## src/rtl/f3m_pkg.sv

```systemverilog
// -----------------------------------------------------------------------------
// f3m_pkg
// Shared GF(3^97) definitions for the pairing datapath (multiplier, inverter,
// adder). Field polynomial f(x) = x^97 + x^12 + 2, so x^97 = 2x^12 + 1.
// Trit encoding inside an element: trit i = {e[2i+1], e[2i]}, 00=0, 01=1, 10=2.
// Code 11 is outside the contract; the helpers below stay deterministic for it.
// -----------------------------------------------------------------------------
package f3m_pkg;

    localparam int M     = 97;
    localparam int W     = 2 * M;
    localparam int TAP   = 12;
    localparam int CNT_W = 7;

    typedef logic [1:0]   trit_t;
    typedef logic [W-1:0] elem_t;

    localparam trit_t T0 = 2'b00;
    localparam trit_t T1 = 2'b01;
    localparam trit_t T2 = 2'b10;

    typedef enum logic {
        S_IDLE = 1'b0,
        S_RUN  = 1'b1
    } state_t;

    // Mod-3 sum of two trits, carry-free.
    function automatic trit_t trit_add(input trit_t a, input trit_t b);
        logic [2:0] s;
        s = {1'b0, a} + {1'b0, b};
        if (s >= 3'd3) begin
            s = s - 3'd3;
        end
        return s[1:0];
    endfunction

    // Negation mod 3 swaps 1 and 2, which is simply a swap of the bit pair.
    function automatic trit_t trit_neg(input trit_t a);
        return {a[0], a[1]};
    endfunction

    // Scale a trit by a trit multiplier t in {0,1,2}.
    function automatic trit_t trit_mul(input trit_t t, input trit_t a);
        trit_t r;
        case (t)
            T1:      r = a;
            T2:      r = trit_neg(a);
            default: r = T0;
        endcase
        return r;
    endfunction

endpackage

```

## src/rtl/f3m_mult_seq_if.sv

```systemverilog
// -----------------------------------------------------------------------------
// f3m_mult_seq_if
// Start/done handshake bundle for the trit-serial multiplier.
//   start : request from the controller
//   A, B  : operands (multiplicand, multiplier)
//   busy  : operation in progress
//   done  : one-cycle completion pulse
//   C     : registered product
// master = controller side, slave = multiplier side.
// -----------------------------------------------------------------------------
interface f3m_mult_seq_if;
    import f3m_pkg::*;

    logic  start;
    elem_t A;
    elem_t B;
    logic  busy;
    logic  done;
    elem_t C;

    modport master (output start, output A, output B,
                    input  busy,  input  done, input C);
    modport slave  (input  start, input  A,  input  B,
                    output busy,  output done, output C);
endinterface

```

## src/rtl/f3m_mac_step.sv

```systemverilog
// -----------------------------------------------------------------------------
// f3m_mac_step
// One Horner iteration of the trit-serial multiply:
//   o_nextAcc = (i_acc * x mod f) + i_t * i_aQ
// Ports:
//   i_acc     : current accumulator
//   i_aQ      : latched multiplicand
//   i_t       : current multiplier trit
//   o_nextAcc : updated accumulator
// -----------------------------------------------------------------------------
module f3m_mac_step
    import f3m_pkg::*;
(
    input  elem_t i_acc,
    input  elem_t i_aQ,
    input  trit_t i_t,
    output elem_t o_nextAcc
);

    trit_t w_h;
    elem_t w_shifted;

    assign w_h = i_acc[W-1 -: 2];

    // Multiply by x, then fold the outgoing trit back using x^97 = 2x^12 + 1.
    // Trit 0 is empty after the shift, so it receives h directly; 2h is -h.
    // Each output trit sees at most two mod-3 adds (fold, then addend).
    always_comb begin
        w_shifted              = {i_acc[W-3:0], 2'b00};
        w_shifted[1:0]         = w_h;
        w_shifted[2*TAP +: 2]  = trit_add(w_shifted[2*TAP +: 2], trit_neg(w_h));
        o_nextAcc = '0;
        for (int i = 0; i < M; i++) begin
            o_nextAcc[2*i +: 2] = trit_add(w_shifted[2*i +: 2],
                                           trit_mul(i_t, i_aQ[2*i +: 2]));
        end
    end

endmodule

```

## src/rtl/f3m_mult_seq.sv

```systemverilog
// -----------------------------------------------------------------------------
// f3m_mult_seq
// Sequential trit-serial multiplier over GF(3^97): C = A * B mod f.
// Multiplier trits are consumed MSB first (trit 96 down to trit 0), one per
// clock, so a product takes 97 RUN cycles after the start edge.
// Ports:
//   clk   : rising-edge clock
//   reset : asynchronous, active-low reset
//   bus   : start/A/B in, busy/done/C out (f3m_mult_seq_if slave)
// -----------------------------------------------------------------------------
module f3m_mult_seq
    import f3m_pkg::*;
(
    input  logic clk,
    input  logic reset,
    f3m_mult_seq_if.slave bus
);

    state_t            r_state;
    elem_t             r_aQ;
    elem_t             r_bSh;
    elem_t             r_acc;
    logic [CNT_W-1:0]  r_cnt;
    elem_t             r_c;
    logic              r_busy;
    logic              r_done;

    trit_t w_topTrit;
    elem_t w_nextAcc;

    assign w_topTrit = r_bSh[W-1 -: 2];

    f3m_mac_step u_macStep (
        .i_acc     (r_acc),
        .i_aQ      (r_aQ),
        .i_t       (w_topTrit),
        .o_nextAcc (w_nextAcc)
    );

    // Control and datapath registers. The counter is loaded with M-1 so the
    // cnt==0 edge is the 97th iteration; that edge also publishes the result
    // and returns to IDLE, which lets a start in the done cycle be accepted.
    always_ff @(posedge clk or negedge reset) begin
        if (!reset) begin
            r_state <= S_IDLE;
            r_aQ    <= '0;
            r_bSh   <= '0;
            r_acc   <= '0;
            r_cnt   <= '0;
            r_c     <= '0;
            r_busy  <= 1'b0;
            r_done  <= 1'b0;
        end else begin
            r_done <= 1'b0;
            case (r_state)
                S_IDLE: begin
                    if (bus.start) begin
                        r_aQ    <= bus.A;
                        r_bSh   <= bus.B;
                        r_acc   <= '0;
                        r_cnt   <= CNT_W'(M - 1);
                        r_busy  <= 1'b1;
                        r_state <= S_RUN;
                    end
                end
                S_RUN: begin
                    r_acc <= w_nextAcc;
                    r_bSh <= {r_bSh[W-3:0], 2'b00};
                    r_cnt <= r_cnt - CNT_W'(1);
                    if (r_cnt == '0) begin
                        r_c     <= w_nextAcc;
                        r_done  <= 1'b1;
                        r_busy  <= 1'b0;
                        r_state <= S_IDLE;
                    end
                end
            endcase
        end
    end

    assign bus.busy = r_busy;
    assign bus.done = r_done;
    assign bus.C    = r_c;

endmodule
```

## src/flat_wrapper.sv

```systemverilog
// flat-port wrapper written by rule: the top's interface ports become plain ports
module f3m_mult_seq_flat import f3m_pkg::*;
  (clk, reset, bus_start, bus_A, bus_B, bus_busy, bus_done, bus_C);
  f3m_mult_seq_if bus_i ();
  input  logic clk;
  input  logic reset;
  input wire logic [$bits(bus_i.start)-1:0] bus_start;
  input wire logic [$bits(bus_i.A)-1:0] bus_A;
  input wire logic [$bits(bus_i.B)-1:0] bus_B;
  output wire logic [$bits(bus_i.busy)-1:0] bus_busy;
  output wire logic [$bits(bus_i.done)-1:0] bus_done;
  output wire logic [$bits(bus_i.C)-1:0] bus_C;
  assign bus_i.start = bus_start;
  assign bus_i.A = bus_A;
  assign bus_i.B = bus_B;
  assign bus_busy = bus_i.busy;
  assign bus_done = bus_i.done;
  assign bus_C = bus_i.C;
  f3m_mult_seq u_core (.clk(clk), .reset(reset), .bus(bus_i));
endmodule
```

## config.mk

```make
export PLATFORM = sky130hd
export DESIGN_NAME = f3m_mult_seq_flat
export DESIGN_NICKNAME = d
export VERILOG_FILES = /design/src/rtl/f3m_pkg.sv /design/src/rtl/f3m_mult_seq_if.sv /design/src/rtl/f3m_mac_step.sv /design/src/rtl/f3m_mult_seq.sv /design/src/flat_wrapper.sv
export SDC_FILE = /design/constraint.sdc
export NUM_CORES = 2
export LEC_CHECK = 0
export CORE_ASPECT_RATIO = 0.5
export CORE_MARGIN = 4
export CORE_UTILIZATION = 50
export CTS_BUF_LIST = sky130_fd_sc_hd__clkbuf_4 sky130_fd_sc_hd__clkbuf_8
export DETAILED_ROUTE_END_ITERATION = 6
export PLACE_DENSITY_LB_ADDON = 0.3
export SETUP_SLACK_MARGIN = 0.02
export SLEW_MARGIN = 20
export SYNTH_ARGS = -nofsm -noshare
export SYNTH_HDL_FRONTEND = slang
export SYNTH_SLANG_ARGS = --single-unit
```

## constraint.sdc

```tcl
create_clock -name clk -period 5.1 [get_ports clk]
set_clock_uncertainty 0.2 [all_clocks]
set_input_delay 0.765 -clock clk [delete_from_list [all_inputs] [get_ports clk]]
set_output_delay 0.765 -clock clk [all_outputs]
set_load 0.02 [all_outputs]
```

==> out/results.tsv <==
stage	metric	value	unit
run	max_cap_viol_count	0	
sta	finalSetupViolations	0	
floorplan	die_h	209	µm
pwr	finalPower	0.0352	W
sta	finalCriticalPeriod	3.71	ns
cells_and_area	num-nets-final	4494	
synth	syn_inst	3285	
drt	wire_per_inst	20.5	µm
clock_tree	cts-root-buf	clkbuf_8	
floorplan	start_util	0.506	
critical_path	path_cells	inv_1 > ha_4 > buf_4 > a22oi_1 > nor2_1 > ha_1 > fa_1 > ha_1 > or3_1 > o21a_1 > mux2_4	
synth	syn_area	40200	µm²
clock_tree	cts_tree	done	
critical_path	arrival	4.20	ns
critical_path	cp_max_fo	78	
sta	slew_headroom	0.337	
pwr	leakagePower	22.9	nW
clock_tree	cts_sinks	786	
worst_hold_path	hp-class	flop to flop	
drt	remaining_drc_errors	0	
critical_path	cp-start-kind	flop	
pwr	pwr-share-clk	0.154	
grt	antenna_found_initial	15	
status	status	completed	
critical_path	critPathKind	flop to flop	
sta	maxSlewViolCount	0	
critical_path	cpMostUsedCell	ha_1	
cells_and_area	areaGrowthSynthToFinish	22.7	%
critical_path	end_kind	flop	
clock_tree	cts.clk_slew.worst_paths	0.07	ns
floorplan	die_w	409	µm
placed_design	hpwlAfterDp	71.1	mm
synth	ys_seq_area_frac	0.489	
pwr	max-vdd-ir-drop	0.591	mV
clock_tree	clk_path_buf_depth	3	
grt	grt_pass1_vias	29600	
clock_tree	cts_resized	0	
critical_path	cp_slowest_cell	buf_4	
synth	avgSynthCellArea	12.2	µm²
pwr	p_per_area	713	nW/µm²
drt	first_iter_violations	1809	
drt	avgViaCountPerCell	5.66	
grt	grt_util_all_layers	0.237	
cells_and_area	drive_gt1_frac	0.163	
grt	grt_pass1_wl	163	mm
drt	drt-total-wl	102	mm
placed_design	placed_area	46900	µm²
floorplan	core_area	79600	µm²
synth	synth_cell_types	38	
floorplan	die_area	85300	µm²
synth	synth_nets	3974	
cells_and_area	final_cell_area	49400	µm²
cells_and_area	multi_input_area	19400	µm²
sta	tightest_slew	0.995	ns
synth	yosys_warnings	0	
clock_tree	clk_latency	0.80	ns
clock_tree	htreeDepth	3	
clock_tree	numCtsBuffers	113	
sta	rsz0062_at_grt	no	
floorplan	io_pins	587	
cells_and_area	fillCellCount	6165	
synth	ys_ff_latch	786	
pwr	intPower	0.0213	W
pwr	p_sw_frac	0.396	
drt	postRouteAntennaNets	0	
cells_and_area	ff_latch_area	19700	µm²
drt	first_pass_iters	5	
drt	num_vias	28200	
sta	fmax	269	MHz
critical_path	cpPeakStageDelay	0.65	ns
floorplan	num_rows	73	
placed_design	port_buffers	586	
sta	fin_crit_sh	0.728	
sta	hold_viol_final	0	
pwr	seqPwrFrac	0.317	
critical_path	crit_required	5.59	ns
cells_and_area	layout_commonest_cell	dfrtp_1	
grt	grt_start_max_net_pins	194	
cells_and_area	most-common-layout-cells	785 x dfrtp_1, 584 x clkdlybuf4s50_1, 261 x mux2_2	
pwr	power_frac_comb	0.529	
grt	grt_overflow_total	0	
sta	fin_setup_tns	0	ns
placed_design	gp_congestion	0.830	
pwr	power.switching	0.0139	W
==> worst max-delay path: cells and delay by family (launching register included) <==
kind / cells / cell delay [ns]
muxes: 1 / 0.25
adders and majority gates: 4 / 1.02
and+or+nand+nor: 2 / 0.55
AOI/OAI and AO/OA: 2 / 0.35
buffers and inverters: 2 / 0.76
DFF: 1 / 0.43
==> stage by stage <==
stage	hold slack, ns	worst slack, ns	utilization	instances
floorplan	0.249	1.66	-	3285
global placement	0.260	1.51	0.589	4776
detailed placement	0.269	1.40	0.589	4776
CTS	0.284	1.41	0.620	4976
global route	0.299	1.19	0.620	4991
finish	0.261	1.39	0.620	4993
==> cells by family after synthesis <==
kind of cell	after synthesis	share of synthesized area
AO/OA/AOI/OAI	785	0.134
XOR/XNOR	2	0.000435
adder cells (fa/ha/maj)	298	0.111
buffers and inverters	230	0.0301
flip-flops	786	0.489
multiplexers	583	0.169
AND/OR/NAND/NOR	601	0.0665
==> registers in the layout (all words and copies together), names as in the netlist <==
signal,count
u_core.r_aQ,194
u_core.r_acc,194
u_core.bus.C,194
u_core.bus.busy,1
u_core.bus.done,1
u_core.r_bSh,194
u_core.r_state,1
u_core.r_cnt,7
==> synthesized netlist by cell type <==
cell	number	area share
buf_12	11	0.0055
fa_1	98	0.049
mux2i_1	196	0.049
or3_1	97	0.015
o21ai_0	194	0.024
dfrtp_1	786	0.49
mux2_4	126	0.047
nand2_1	192	0.018
nor3b_1	3	0.00056
nor3_2	1	0.00025
xor2_1	1	0.00022
nor3_1	100	0.012
a22o_1	192	0.042
mux2_2	261	0.073
nand3b_1	2	0.00037
nand2b_1	1	0.00016
buf_1	20	0.0019
nor2b_1	1	0.00016
o211ai_1	1	0.00019
nor2_1	201	0.019
or4b_1	1	0.00025
ha_1	200	0.062
buf_2	73	0.0091
a21o_1	3	0.00056
a22oi_1	194	0.036
nor2b_4	1	0.00034
o31ai_1	2	0.00037
inv_1	10	0.00093
and4b_1	1	0.00025
buf_8	2	0.00075
buf_4	7	0.0013
o21a_1	97	0.018
clkbuf_1	103	0.0096
buf_6	4	0.0011
a21oi_1	100	0.012
a41oi_1	1	0.00022
a311oi_1	1	0.00022
xnor2_1	1	0.00022
==> power by group through the flow <==
stage | Sequential [W] | Clock (W) | Combinational [W]
2_1_floorplan | 0.0111 | 0 | 0.0134
3_3_place_gp | 0.0111 | 0 | 0.0175
3_5_place_dp | 0.0112 | 0 | 0.0185
4_1_cts | 0.0111 | 0.00556 | 0.0187
5_1_grt | 0.0115 | 0.00585 | 0.0209
6_report | 0.0112 | 0.00543 | 0.0186
==> routing by layer <==
metal,vias to the layer above,track usage,wire [µm]
met1,14300,0.287,40900
met4,0,0.124,4970
li1,13100,-,-
met2,601,0.410,52400
met5,-,0,0
met3,250,0.0396,4070
==> final timing paths <==
path / startpoint / endpoint / slack, ns / cells past startpoint
max: u_core.r_bSh[192] / u_core.bus.C[63] / 1.39 / 11
min: u_core.r_bSh[106] / u_core.r_bSh[108] / 0.26 / 2
max reg2reg: u_core.r_bSh[192] / u_core.bus.C[63] / 1.39 / 11
min reg2reg: u_core.r_bSh[106] / u_core.r_bSh[108] / 0.26 / 2
max in group asynchronous: reset / u_core.r_bSh[68] / 2.98 / 3
min in group asynchronous: reset / u_core.bus.C[134] / 0.38 / 2
==> timing repair <==
item                      4_1_cts  5_1_grt
hold buffers                    1        0
hold endpoints to repair       91        0
setup buffers                   0        0
==> area by class of cell <==
cell class	count	share of cell area
Antenna cell	17	0.000862
Clock buffer	181	0.0455
Inverter	10	0.000760
Multi-Input combinational cell	2269	0.393
Timing Repair Buffer	625	0.130
Clock inverter	18	0.00378
Sequential cell	786	0.399
Tap cell	1087	0.0276
(Power assumes the default switching activity.)
